## src/rtl/uart_pkg.sv

```systemverilog
// Shared UART definitions: frame geometry and the state encoding used by
// both the transmitter and the receiver.
package uart_pkg;

  localparam int DATA_W    = 8;
  localparam int FRAME_LEN = 10;
  localparam int STATE_W   = 3;

  localparam logic [STATE_W-1:0] IDLE    = 3'd0;
  localparam logic [STATE_W-1:0] START   = 3'd1;
  localparam logic [STATE_W-1:0] DATA    = 3'd2;
  localparam logic [STATE_W-1:0] STOP    = 3'd3;
  localparam logic [STATE_W-1:0] CLEANUP = 3'd4;

endpackage

```

## src/rtl/uart_tx_fifo.sv

```systemverilog
// Synchronous first-word-fall-through FIFO feeding the UART transmitter.
// Wrapping pointers plus an explicit occupancy count; full when count==DEPTH.
module uart_tx_fifo #(
  parameter int DATA_W = 8,
  parameter int DEPTH  = 4
) (
  input  logic                         i_Clock,
  input  logic                         i_Reset_n,
  input  logic                         i_Push,
  input  logic [DATA_W-1:0]            i_Push_Data,
  input  logic                         i_Pop,
  output logic [DATA_W-1:0]            o_Head,
  output logic                         o_Full,
  output logic                         o_Empty,
  output logic [$clog2(DEPTH+1)-1:0]   o_Count
);

  localparam int PTR_W = $clog2(DEPTH);
  localparam int CNT_W = $clog2(DEPTH + 1);

  logic [DATA_W-1:0] r_Mem [DEPTH];
  logic [PTR_W-1:0]  r_Wr_Ptr;
  logic [PTR_W-1:0]  r_Rd_Ptr;
  logic [CNT_W-1:0]  r_Count;
  logic              w_Push_Ok;
  logic              w_Pop_Ok;

  assign o_Full    = (r_Count == CNT_W'(DEPTH));
  assign o_Empty   = (r_Count == '0);
  assign o_Count   = r_Count;
  assign o_Head    = r_Mem[r_Rd_Ptr];
  assign w_Push_Ok = i_Push & ~o_Full;
  assign w_Pop_Ok  = i_Pop & ~o_Empty;

  // Storage carries no reset; only pointers and count define validity.
  always_ff @(posedge i_Clock) begin
    if (w_Push_Ok) begin
      r_Mem[r_Wr_Ptr] <= i_Push_Data;
    end
  end

  always_ff @(posedge i_Clock or negedge i_Reset_n) begin
    if (!i_Reset_n) begin
      r_Wr_Ptr <= '0;
      r_Rd_Ptr <= '0;
      r_Count  <= '0;
    end else begin
      if (w_Push_Ok) r_Wr_Ptr <= r_Wr_Ptr + PTR_W'(1);
      if (w_Pop_Ok)  r_Rd_Ptr <= r_Rd_Ptr + PTR_W'(1);
      case ({w_Push_Ok, w_Pop_Ok})
        2'b10:   r_Count <= r_Count + CNT_W'(1);
        2'b01:   r_Count <= r_Count - CNT_W'(1);
        default: r_Count <= r_Count;
      endcase
    end
  end

endmodule

```

## src/rtl/uart_transmitter.sv

```systemverilog
// 8N1 UART transmitter with a small input FIFO. The line, active and done
// outputs are registered from the state, so they trail the FSM by one cycle.
module uart_transmitter
  import uart_pkg::*;
#(
  parameter int CLKS_PER_BIT = 1,
  parameter int FIFO_DEPTH   = 4
) (
  input  logic                             i_Clock,
  input  logic                             i_Reset_n,
  input  logic                             i_Tx_DV,
  input  logic [7:0]                       i_Tx_Byte,
  output logic                             o_Tx_Ready,
  output logic                             o_Tx_Serial,
  output logic                             o_Tx_Active,
  output logic                             o_Tx_Done,
  output logic [$clog2(FIFO_DEPTH+1)-1:0]  o_Fifo_Count
);

  localparam logic [15:0] LAST_CLK = 16'(CLKS_PER_BIT - 1);

  logic [STATE_W-1:0] r_State;
  logic [15:0]        r_Clk_Count;
  logic [2:0]         r_Bit_Index;
  logic [7:0]         r_Shift;
  logic               r_Tx_Serial;
  logic               r_Tx_Active;
  logic               r_Tx_Done;
  logic [7:0]         w_Head;
  logic               w_Full;
  logic               w_Empty;
  logic               w_Pop;
  logic               w_Bit_End;
  logic               w_Line;

  uart_tx_fifo #(
    .DATA_W (DATA_W),
    .DEPTH  (FIFO_DEPTH)
  ) u_fifo (
    .i_Clock     (i_Clock),
    .i_Reset_n   (i_Reset_n),
    .i_Push      (i_Tx_DV),
    .i_Push_Data (i_Tx_Byte),
    .i_Pop       (w_Pop),
    .o_Head      (w_Head),
    .o_Full      (w_Full),
    .o_Empty     (w_Empty),
    .o_Count     (o_Fifo_Count)
  );

  assign o_Tx_Ready  = ~w_Full;
  assign o_Tx_Serial = r_Tx_Serial;
  assign o_Tx_Active = r_Tx_Active;
  assign o_Tx_Done   = r_Tx_Done;
  assign w_Pop       = (r_State == IDLE) & ~w_Empty;
  assign w_Bit_End   = (r_Clk_Count == LAST_CLK);

  always_ff @(posedge i_Clock or negedge i_Reset_n) begin
    if (!i_Reset_n) begin
      r_State     <= IDLE;
      r_Clk_Count <= '0;
      r_Bit_Index <= '0;
    end else begin
      case (r_State)
        IDLE: begin
          if (!w_Empty) begin
            r_State     <= START;
            r_Clk_Count <= '0;
            r_Bit_Index <= '0;
          end
        end
        START: begin
          if (w_Bit_End) begin
            r_Clk_Count <= '0;
            r_State     <= DATA;
          end else begin
            r_Clk_Count <= r_Clk_Count + 16'd1;
          end
        end
        DATA: begin
          if (w_Bit_End) begin
            r_Clk_Count <= '0;
            if (r_Bit_Index == 3'd7) begin
              r_Bit_Index <= '0;
              r_State     <= STOP;
            end else begin
              r_Bit_Index <= r_Bit_Index + 3'd1;
            end
          end else begin
            r_Clk_Count <= r_Clk_Count + 16'd1;
          end
        end
        STOP: begin
          if (w_Bit_End) begin
            r_Clk_Count <= '0;
            r_State     <= CLEANUP;
          end else begin
            r_Clk_Count <= r_Clk_Count + 16'd1;
          end
        end
        CLEANUP: r_State <= IDLE;
        default: begin
          r_State     <= IDLE;
          r_Clk_Count <= '0;
          r_Bit_Index <= '0;
        end
      endcase
    end
  end

  always_ff @(posedge i_Clock) begin
    if (w_Pop) begin
      r_Shift <= w_Head;
    end
  end

  always_comb begin
    w_Line = 1'b1;
    case (r_State)
      START:   w_Line = 1'b0;
      DATA:    w_Line = r_Shift[r_Bit_Index];
      default: w_Line = 1'b1;
    endcase
  end

  // Output stage: line, active and done all share the same one-cycle lag.
  always_ff @(posedge i_Clock or negedge i_Reset_n) begin
    if (!i_Reset_n) begin
      r_Tx_Serial <= 1'b1;
      r_Tx_Active <= 1'b0;
      r_Tx_Done   <= 1'b0;
    end else begin
      r_Tx_Serial <= w_Line;
      r_Tx_Active <= (r_State == START) || (r_State == DATA) || (r_State == STOP);
      r_Tx_Done   <= (r_State == CLEANUP);
    end
  end

endmodule
```

## config.mk

```make
export PLATFORM = sky130hd
export DESIGN_NAME = uart_transmitter
export DESIGN_NICKNAME = d
export VERILOG_FILES = /design/src/rtl/uart_pkg.sv /design/src/rtl/uart_tx_fifo.sv /design/src/rtl/uart_transmitter.sv
export SDC_FILE = /design/constraint.sdc
export NUM_CORES = 1
export LEC_CHECK = 0
export BUFFER_PORTS_ARGS = -buffer_cell sky130_fd_sc_hd__buf_2
export CAP_MARGIN = 25
export CORE_ASPECT_RATIO = 2
export CORE_MARGIN = 3
export CORE_UTILIZATION = 43
export CTS_CLUSTER_SIZE = 8
export DETAILED_ROUTE_END_ITERATION = 8
export PLACE_DENSITY = 0.59
export SLEW_MARGIN = 20
export SYNTH_ARGS = -nofsm -noshare
export SYNTH_HDL_FRONTEND = slang
export SYNTH_SLANG_ARGS = --single-unit
```

## constraint.sdc

```tcl
create_clock -name i_Clock -period 7.1 [get_ports i_Clock]
set_clock_uncertainty 0.1 [all_clocks]
set_input_delay 1.42 -clock i_Clock [delete_from_list [all_inputs] [get_ports i_Clock]]
set_output_delay 1.42 -clock i_Clock [all_outputs]
set_load 0.02 [all_outputs]
```

==> results of run 1 <==
-- cells in the mapped netlist (6+ instances only) --
library cell | count | area, µm²
a21oi_1 | 7 | 35.0
a31oi_1 | 12 | 75.1
and3_1 | 6 | 37.5
dfrtp_1 | 31 | 776
edfxtp_1 | 40 | 1200
ha_1 | 9 | 113
inv_1 | 16 | 60.1
mux4_2 | 10 | 225
nand2_1 | 13 | 48.8
nand3_1 | 10 | 50.1
nor2_1 | 9 | 33.8
o21ai_0 | 8 | 40.0
-- cell type report --
type | count | area [µm²] | area share, %
clock buffer | 10 | 229 | 6.13
tap | 92 | 115 | 3.08
clock inverter | 6 | 68.8 | 1.84
inverter | 16 | 60.1 | 1.61
timing repair buffer | 18 | 92.6 | 2.48
multi-input combinational | 142 | 1170 | 31.2
sequential | 72 | 2000 | 53.6
-- final timing paths --
kind	cells after the start	start	endpoint
worst max-delay path	3	u_fifo.o_Count[0]	o_Tx_Ready
worst min-delay path	1	u_fifo.o_Count[2]	u_fifo.o_Count[2]
worst max register to register	6	r_Clk_Count[0]	r_Bit_Index[2]
worst min register to register	1	u_fifo.o_Count[2]	u_fifo.o_Count[2]
max in group asynchronous	1	i_Reset_n	r_Clk_Count[15]
min in group asynchronous	1	i_Reset_n	u_fifo.o_Count[0]
-- registers in the layout, summed over array words and instances (netlist names) --
signal and cells:
u_fifo.r_Mem 32, r_Clk_Count 16, r_Shift 8, r_Bit_Index 3, r_State 3, u_fifo.o_Count 3
u_fifo.r_Rd_Ptr 2, u_fifo.r_Wr_Ptr 2, o_Tx_Active 1, o_Tx_Done 1, o_Tx_Serial 1
-- per-stage QoR --
step | area, µm² | total power, mW
floorplan | 3270 | 0.945
detailed placement | 3440 | 1.06
global placement | 3440 | 1.05
CTS | 3730 | 1.51
finish | 3730 | 1.48
global route | 3730 | 1.58
-- layout by cell type, fill, tap and decap left out, types with 3 or more instances in the layout --
cell type,instances
a21oi_1,7
a31oi_1,12
and3_1,6
buf_2,17
clkbuf_16,9
dfrtp_1,31
edfxtp_1,40
ha_1,9
inv_1,16
mux4_2,10
nand2_1,13
nand3_1,10
nand4_1,3
nand4_2,3
nor2_1,9
nor3_1,4
nor4_2,4
o21ai_0,8
o31ai_1,4
or4_1,4
xnor2_1,3
xor2_1,3
-- kinds of logic after synthesis --
family / Yosys count / share of synthesized area [%]
simple gates: 69 / 12.8
mux: 11 / 7.23
xor+xnor: 6 / 1.61
compound gates: 46 / 9.75
buf+inv: 23 / 3.33
flops: 72 / 61.2
fa+ha+maj: 10 / 4.05
-- report_power, final --
part           internal [mW]  switching (mW)  leakage (nW)  total [mW]
Combinational          0.166           0.223         0.489       0.388
Clock                  0.273           0.170         0.143       0.443
Sequential             0.569          0.0806         0.789       0.650
Total                   1.01           0.473          1.42        1.48
-- layer usage --
layer / up-vias / part of all wire [%] / global-route usage [%]
met5: - / 0 / 0
met4: 0 / 3.4 / 10.9
met3: 15 / 2.6 / 3.47
met2: 31 / 58 / 31.2
met1: 995 / 35 / 16.3
li1: 969 / - / -
==> run_results.csv, run 1 <==
group,metric,value,unit
global_routing,grt_max_degree,33,
power_and_ir_drop,p_leak,1.42,nW
synth,syn-num-nets,258,
placed_design,gp_congestion,0.700,
critical_path,reg2reg_slack,4.73,ns
timing,post-route-period-util,38.7,%
clock_network,post_cts_resized,0,
routing,wl_per_cell,17.5,µm
synth,syn_area,3270,µm²
clock_network,clk_latency,0.33,ns
routing,viasPerCell,5.65,
synth,synth_cells,237,
critical_path,critPathMaxStageDelay,0.42,ns
timing,finalSetupTns,0,ns
clock_network,clockRootBuffer,"clkbuf_16",
timing,finalMaxSlewViolations,0,
routing,wirelength,6240,µm
critical_path,critical-path-top-delay-family,"flip-flops",
synth,syn_avg_cell_area,13.8,µm²
routing,drtIter0Drc,155,
timing,worst_pin_slew,0.745,ns
die,fp.dieH,129,µm
timing,rsz0062_at_grt,"false",
power_and_ir_drop,power.density,397,nW/µm²
timing,final_hold_viol_count,0,
critical_path,cpMaxStageDelayCell,"dfrtp_1",
die,rows,44,
global_routing,first_global_vias,2174,
clock_network,cts.path.max_buffers,2,
final_layout,n_antenna_cell,0,
synth,synth_seq_area_share,61.2,%
routing,firstDrtPassIters,4,
timing,setup_viol,0,
global_routing,track_usage,17.0,%
critical_path,cp-end-kind,"output pin",
synth,yosys_warnings,0,
hold_path,hp-class,"reg2reg",
clock_network,cts-hold-fix-buffers,0,
outcome,status,"finished, final reports clean",
timing,holdWs,0.431,ns
routing,ant_nets,0,
global_routing,overflow,0,
die,ioPinCount,18,
critical_path,cp_cell_sequence,"inv_1, nand3_1, buf_2",
run,max-cap-violations,0,
final_layout,layout.nets,280,
clock_network,htreeDepth,3,
timing,post-route-worst-setup-slack,4.36,ns
die,initial_utilization,44.7,%
clock_network,cts_buffers,9,
routing,drt_drc_violations_left,0,
power_and_ir_drop,vdd_drop_max,0.227,mV
placed_design,preCtsSetupSlack,4.11,ns
timing,max-slew-margin-rel,50.3,%
clock_network,clock-sinks,72,
critical_path,worstSetupPathType,"reg2out",
die,dieArea,8760,µm²
critical_path,cp_max_fo,6,
synth,synth_edf_count,40,
clock_network,clkTransAtPathRegs,0.06,ns
routing,num_vias,2010,
clock_network,cts_setup_buffers,0,
timing,fin_crit,2.74,ns
placed_design,port_buffers,17,
placed_design,dp_hpwl,4510,µm
final_layout,final_cells,356,
final_layout,num-fill-cells,642,
synth,synth.distinct_cells,51,
synth,async_reset_ff_share,44.4,%
final_layout,post-route-util,51.0,%
placed_design,dp_cells,340,
clock_network,cts_tree,"done",
critical_path,crit_buf_inv,2,
final_layout,drive_gt1_share,22.7,%
critical_path,cp.arrival,1.22,ns
timing,timing.fmax,364,MHz
global_routing,antenna_found_initial,0,
die,core,7320,µm²
synth,ys_ff_latch,72,
synth,synth_top_flop_cell,"edfxtp_1",
final_layout,area_growth,14.1,%
critical_path,start_kind,"flop",
die,fp.dieW,67.7,µm
global_routing,grt_pass1_wl,10500,µm
critical_path,crit_required,5.58,ns
No activity file was read; power rests on OpenSTA's default activity.
==> run 2, diff against run 1 <==
--- a/config.mk
+++ b/config.mk
@@ -12,7 +12,7 @@
 export CORE_UTILIZATION = 43
 export CTS_CLUSTER_SIZE = 8
 export DETAILED_ROUTE_END_ITERATION = 8
-export PLACE_DENSITY = 0.59
+export PLACE_DENSITY = 0.61
 export SLEW_MARGIN = 20
 export SYNTH_ARGS = -nofsm -noshare
 export SYNTH_HDL_FRONTEND = slang
==> constraint.sdc (replaced) <==
create_clock -name i_Clock -period 2.2 [get_ports i_Clock]
set_clock_uncertainty 0.1 [all_clocks]
set_input_delay 0.44 -clock i_Clock [delete_from_list [all_inputs] [get_ports i_Clock]]
set_output_delay 0.44 -clock i_Clock [all_outputs]
set_load 0.02 [all_outputs]
==> run 2 against run 1 <==
Worst setup slack worse by 4.2 ns. Cell count grew 5.1%. Worst hold slack worse by 0.40 ns. Cell area rose by 4.9%. Sequential share of layout area fell by 2.4 points. Critical path depth up 6. Largest cell class unchanged. Largest power group unchanged. Highest routed layer unchanged.
==> run_results.csv, run 2 (synthesis results as in run 1) <==
group,metric,value,unit
outcome,status,"finished, final reports clean",
critical_path,cp-startpoint,"u_fifo.o_Count[2]",
die,dieArea,8760,µm²
clock_network,cts_buffers,9,
timing,holdWs,0.0312,ns
critical_path,reg2reg_from,"u_fifo.o_Count[2]",
final_layout,layout.nets,298,
routing,drt_drc_violations_left,0,
critical_path,reg2reg_slack,0.16,ns
final_layout,largest_reg_flops,32,
placed_design,gp_congestion,0.799,
timing,max-slew-margin-rel,60.1,%
final_layout,mostFrequentLayoutCell,"edfxtp_1",
critical_path,cp_max_fo,4,
final_layout,num-fill-cells,655,
final_layout,multi_input_area,1190,µm²
placed_design,place_area,3590,µm²
power_and_ir_drop,combinationalPowerShare,29.9,%
routing,wl_per_cell,17.1,µm
clock_network,clk_latency,0.33,ns
routing,num_vias,2100,
clock_network,cts.path.max_buffers,2,
final_layout,reg.largest.list,"u_fifo.r_Mem: 32 flops, r_Clk_Count: 16 flops, r_Shift: 8 flops",
clock_network,clkTransAtPathRegs,0.06,ns
clock_network,htreeDepth,3,
placed_design,dp_hpwl,4760,µm
critical_path,cp_cell_sequence,"nor3_1, buf_4, nor4_4, ha_2, inv_1, fa_2, xor2_1, nor2_1, xor2_1",
critical_path,worst_r2r_endpoint,"u_fifo.o_Count[2]",
final_layout,design_area,3920,µm²
final_layout,drive_gt1_share,31.6,%
global_routing,grt_use_met2,31.5,%
power_and_ir_drop,pwr-share-clk,29.6,%
routing,viasPerCell,5.61,
die,core,7320,µm²
die,fp.dieH,129,µm
critical_path,worstSetupPathType,"reg2reg",
power_and_ir_drop,p_sw,1.63,mW
routing,ant_nets,0,
critical_path,critPathMaxStageDelay,0.41,ns
timing,fin_crit,2.04,ns
die,ioPinCount,18,
timing,rsz0062_at_grt,"false",
power_and_ir_drop,p_leak,1.52,nW
global_routing,antenna_found_initial,0,
global_routing,first_global_vias,2255,
timing,post-route-period-util,92.8,%
timing,final_hold_viol_count,0,
timing,setup_viol,0,
die,fp.dieW,67.7,µm
global_routing,use_met1,16.5,%
power_and_ir_drop,vdd_drop_max,0.744,mV
critical_path,path_common_cell,"xor2_1",
clock_network,cts_tree,"done",
timing,timing.fmax,490,MHz
final_layout,n_antenna_cell,0,
final_layout,area_growth,19.7,%
timing,post-route-worst-setup-slack,0.159,ns
power_and_ir_drop,p_int,3.39,mW
clock_network,clockRootBuffer,"clkbuf_16",
global_routing,track_usage,17.4,%
critical_path,cpMaxStageDelayCell,"dfrtp_2",
global_routing,grt_pass1_wl,10900,µm
die,initial_utilization,44.7,%
power_and_ir_drop,swShare,32.5,%
critical_path,cp.arrival,2.19,ns
clock_network,clock-sinks,72,
final_layout,seqCellArea,2010,µm²
placed_design,port_buffers,17,
final_layout,layout_common_cells,"edfxtp_1 (40), dfrtp_1 (27), buf_4 (19)",
critical_path,rr_worst_depth,9,
global_routing,top_usage_layer,"met2",
power_and_ir_drop,power.density,1280,nW/µm²
routing,drtIter0Drc,132,
global_routing,grt_use_met3,3.90,%
routing,wirelength,6410,µm
power_and_ir_drop,seqPwrFrac,40.5,%
routing,firstDrtPassIters,4,
critical_path,start_kind,"flop",
global_routing,grt_max_degree,33,
placed_design,preCtsSetupSlack,0.0835,ns
critical_path,cp-end-kind,"flop",
run,max-cap-violations,0,
final_layout,regMostFlops,"u_fifo.r_Mem",
hold_path,hp-class,"in2async",
global_routing,overflow,0,
timing,worst_pin_slew,0.599,ns
timing,finalMaxSlewViolations,0,
critical_path,crit_required,2.35,ns
die,rows,44,
run 2: cell count changes in the layout (fill, tap and decap cells not counted), moves of 2 or more:
cell     previous run  this run
dfrtp_2             0         4
inv_6               1         3
buf_4               1        19
dfrtp_1            31        27
inv_2               0         2
inv_1              16        14
run 2: final cells by class:
class | instances | area share (%)
tap | 92 | 2.94
timing repair buffer | 36 | 5.81
sequential | 72 | 51.3
clock buffer | 9 | 5.75
multi-input combinational | 142 | 30.5
inverter | 16 | 1.53
clock inverter | 7 | 2.17
run 2: critical path, delay by kind of cell (launching register included):
family                     cells  cell delay, ns
DFF                            1            0.41
xor gates and xnor gates       2            0.32
adders and majority gates      2            0.56
and+or+nand+nor                3            0.38
buffers and inverters          2            0.20
run 2: stage by stage:
step | total power [mW] | cells | setup TNS (ns) | utilization, %
3_3_place_gp | 3.54 | 357 | 0 | 49.0
3_5_place_dp | 3.56 | 357 | 0 | 49.0
5_1_grt | 5.33 | 374 | 0 | 53.5
4_1_cts | 5.06 | 373 | 0 | 53.2
6_report | 5.03 | 374 | 0 | 53.5
2_1_floorplan | 3.12 | 237 | -0.0611 | -
run 2: power by group through the flow:
stage / registers (mW) / clock network (mW) / logic [mW]
floorplan: 2.06 / 0 / 1.06
global placement: 2.06 / 0 / 1.48
detailed placement: 2.07 / 0 / 1.50
CTS: 2.04 / 1.52 / 1.51
global route: 2.08 / 1.58 / 1.67
finish: 2.04 / 1.49 / 1.50
run 2: timing repair:
| action | 4_1_cts | 5_1_grt |
|---|---|---|
| buffers inserted | 0 | 1 |
| hold buffers | 0 | 0 |
| hold endpoints to repair | 0 | 0 |
| endpoints found under the setup margin | 0 | 1 |
| gates resized for setup | 0 | 4 |
run 2: per-layer routing:
metal	up-vias	share of wire [%]
li1	1000	-
met1	1039	34
met2	41	58
met3	20	2.8
met4	0	4.6
met5	-	0
run 2: worst max-delay path by stage:
stage,endpoint,cells after the start
detailed placement,u_fifo.o_Count[2],10
floorplan,u_fifo.o_Count[2],7
global placement,u_fifo.o_Count[2],10
global route,u_fifo.o_Count[2],10
finish,u_fifo.o_Count[2],9
CTS,u_fifo.o_Count[2],10
==> run 3, diff against run 2 <==
--- a/config.mk
+++ b/config.mk
@@ -12,7 +12,7 @@
 export CORE_UTILIZATION = 43
 export CTS_CLUSTER_SIZE = 8
 export DETAILED_ROUTE_END_ITERATION = 8
-export PLACE_DENSITY = 0.61
+export PLACE_DENSITY = 0.65
 export SLEW_MARGIN = 20
 export SYNTH_ARGS = -nofsm -noshare
 export SYNTH_HDL_FRONTEND = slang
==> run 3 against run 2 <==
Power is 3.2% higher. Highest routed layer unchanged. Critical endpoint unchanged. Register-to-register slack hardly changed. Worst hold slack better by 0.033 ns. Utilization is 0.46 points higher. Sequential power hardly changed. First-iteration DRC count is 17% lower. Via count is 1.4% higher.
==> run_results.csv, run 3 (synthesis results as in run 1) <==
group,metric,value,unit
outcome,status,"finished, final reports clean",
die,dieArea,8760,µm²
final_layout,num-fill-cells,608,
critical_path,crit_required,2.35,ns
global_routing,grt_use_met2,31.4,%
power_and_ir_drop,p_leak,1.54,nW
final_layout,design_area,3950,µm²
critical_path,reg2reg_from,"u_fifo.o_Count[0]",
timing,timing.fmax,491,MHz
placed_design,dp_hpwl,4690,µm
clock_network,clk_latency,0.33,ns
critical_path,critPathMaxStageDelay,0.42,ns
final_layout,n_antenna_cell,0,
critical_path,rr_worst_depth,10,
critical_path,crit_buf_inv,3,
die,fp.dieW,67.7,µm
hold_path,hp-class,"in2async",
final_layout,mostFrequentLayoutCell,"edfxtp_1",
routing,num_vias,2129,
power_and_ir_drop,power.density,1310,nW/µm²
routing,wl_per_cell,17.0,µm
global_routing,grt_use_met3,2.52,%
critical_path,cp.arrival,2.19,ns
global_routing,grt_pass1_wl,10800,µm
die,initial_utilization,44.7,%
final_layout,area_growth,20.7,%
timing,fin_crit,2.04,ns
timing,finalMaxSlewViolations,0,
timing,max-slew-margin-rel,52.0,%
final_layout,drive_gt1_share,31.4,%
clock_network,clockRootBuffer,"clkbuf_16",
routing,drtIter0Drc,109,
final_layout,reg.largest.list,"u_fifo.r_Mem: 32 flops, r_Clk_Count: 16 flops, r_Shift: 8 flops",
routing,ant_nets,0,
final_layout,seqCellArea,2010,µm²
timing,setup_viol,0,
die,fp.dieH,129,µm
critical_path,cp_max_fo,6,
critical_path,critical-path-top-delay-family,"adder cells",
final_layout,multi_input_area,1190,µm²
routing,viasPerCell,5.68,
timing,post-route-period-util,92.6,%
clock_network,htreeDepth,3,
timing,rsz0062_at_grt,"false",
final_layout,largest_reg_flops,32,
timing,final_hold_viol_count,0,
critical_path,worstSetupPathType,"reg2reg",
global_routing,top_usage_layer,"met2",
final_layout,layout_common_cells,"edfxtp_1 (40), dfrtp_1 (27), buf_4 (20)",
routing,drt_drc_violations_left,0,
critical_path,start_kind,"flop",
critical_path,cp_cell_sequence,"inv_2, nand3_2, and2_4, inv_1, ha_2, inv_1, fa_2, xor2_1, nor2_1, xor2_1",
critical_path,cpMaxStageDelayCell,"dfrtp_2",
die,rows,44,
clock_network,cts-hold-fix-buffers,0,
global_routing,track_usage,17.3,%
global_routing,use_met1,16.4,%
global_routing,grt_max_degree,33,
final_layout,layout.nets,299,
critical_path,reg2reg_slack,0.16,ns
die,core,7320,µm²
clock_network,cts.path.max_buffers,2,
run,max-cap-violations,0,
final_layout,post-route-util,53.9,%
timing,holdWs,0.0646,ns
placed_design,place_area,3600,µm²
clock_network,clkTransAtPathRegs,0.05,ns
critical_path,worst_r2r_endpoint,"u_fifo.o_Count[2]",
global_routing,overflow,0,
clock_network,clock-sinks,72,
placed_design,gp_congestion,0.821,
routing,firstDrtPassIters,4,
critical_path,cp-end-kind,"flop",
final_layout,regMostFlops,"u_fifo.r_Mem",
clock_network,cts_tree,"done",
critical_path,cp-startpoint,"u_fifo.o_Count[0]",
timing,finalSetupTns,0,ns
placed_design,port_buffers,17,
global_routing,first_global_vias,2275,
global_routing,antenna_found_initial,0,
timing,worst_pin_slew,0.720,ns
routing,wirelength,6390,µm
power_and_ir_drop,vdd_drop_max,0.770,mV
clock_network,cts_buffers,9,
die,ioPinCount,18,
run 3: worst max path at each step:
stage	to	slack, ns	cells after the start
finish	u_fifo.o_Count[2]	0.16	10
floorplan	u_fifo.o_Count[2]	-0.06	7
global placement	u_fifo.o_Count[2]	0.14	10
detailed placement	u_fifo.o_Count[2]	0.07	10
global route	u_fifo.o_Count[2]	0.006	10
CTS	u_fifo.o_Count[2]	0.06	10
run 3: metrics by stage:
step	instances	setup WS (ns)	total power, mW
finish	375	0.164	5.19
global placement	358	0.142	3.52
global route	375	0.00623	5.50
detailed placement	358	0.0745	3.58
floorplan	237	-0.0611	3.12
CTS	374	0.0643	5.26
run 3: cell type report:
type,instances,area share [%]
inverters,16,1.52
repair buffers,37,5.96
clock inverters,7,3.01
clock buffers,9,5.70
well taps,92,2.91
multi-input cells,142,30.1
flip-flops and latches,72,50.8
run 3: what timing repair did:
action | 4_1_cts | 5_1_grt
hold endpoints to repair | 0 | 0
setup endpoints to repair | 0 | 1
setup buffers | 0 | 1
gates resized for setup | 0 | 3
run 3: metal layers:
metal / share of wire [%] / wire length [µm]
met5: 0 / 0
met3: 2.4 / 155
met2: 59 / 3740
met1: 34 / 2180
met4: 4.9 / 311
run 3: power breakdown:
group	switching (mW)	total, mW	internal, mW
combinational	0.852	1.50	0.651
clock	0.536	1.64	1.11
sequential	0.197	2.04	1.85
total	1.58	5.19	3.60
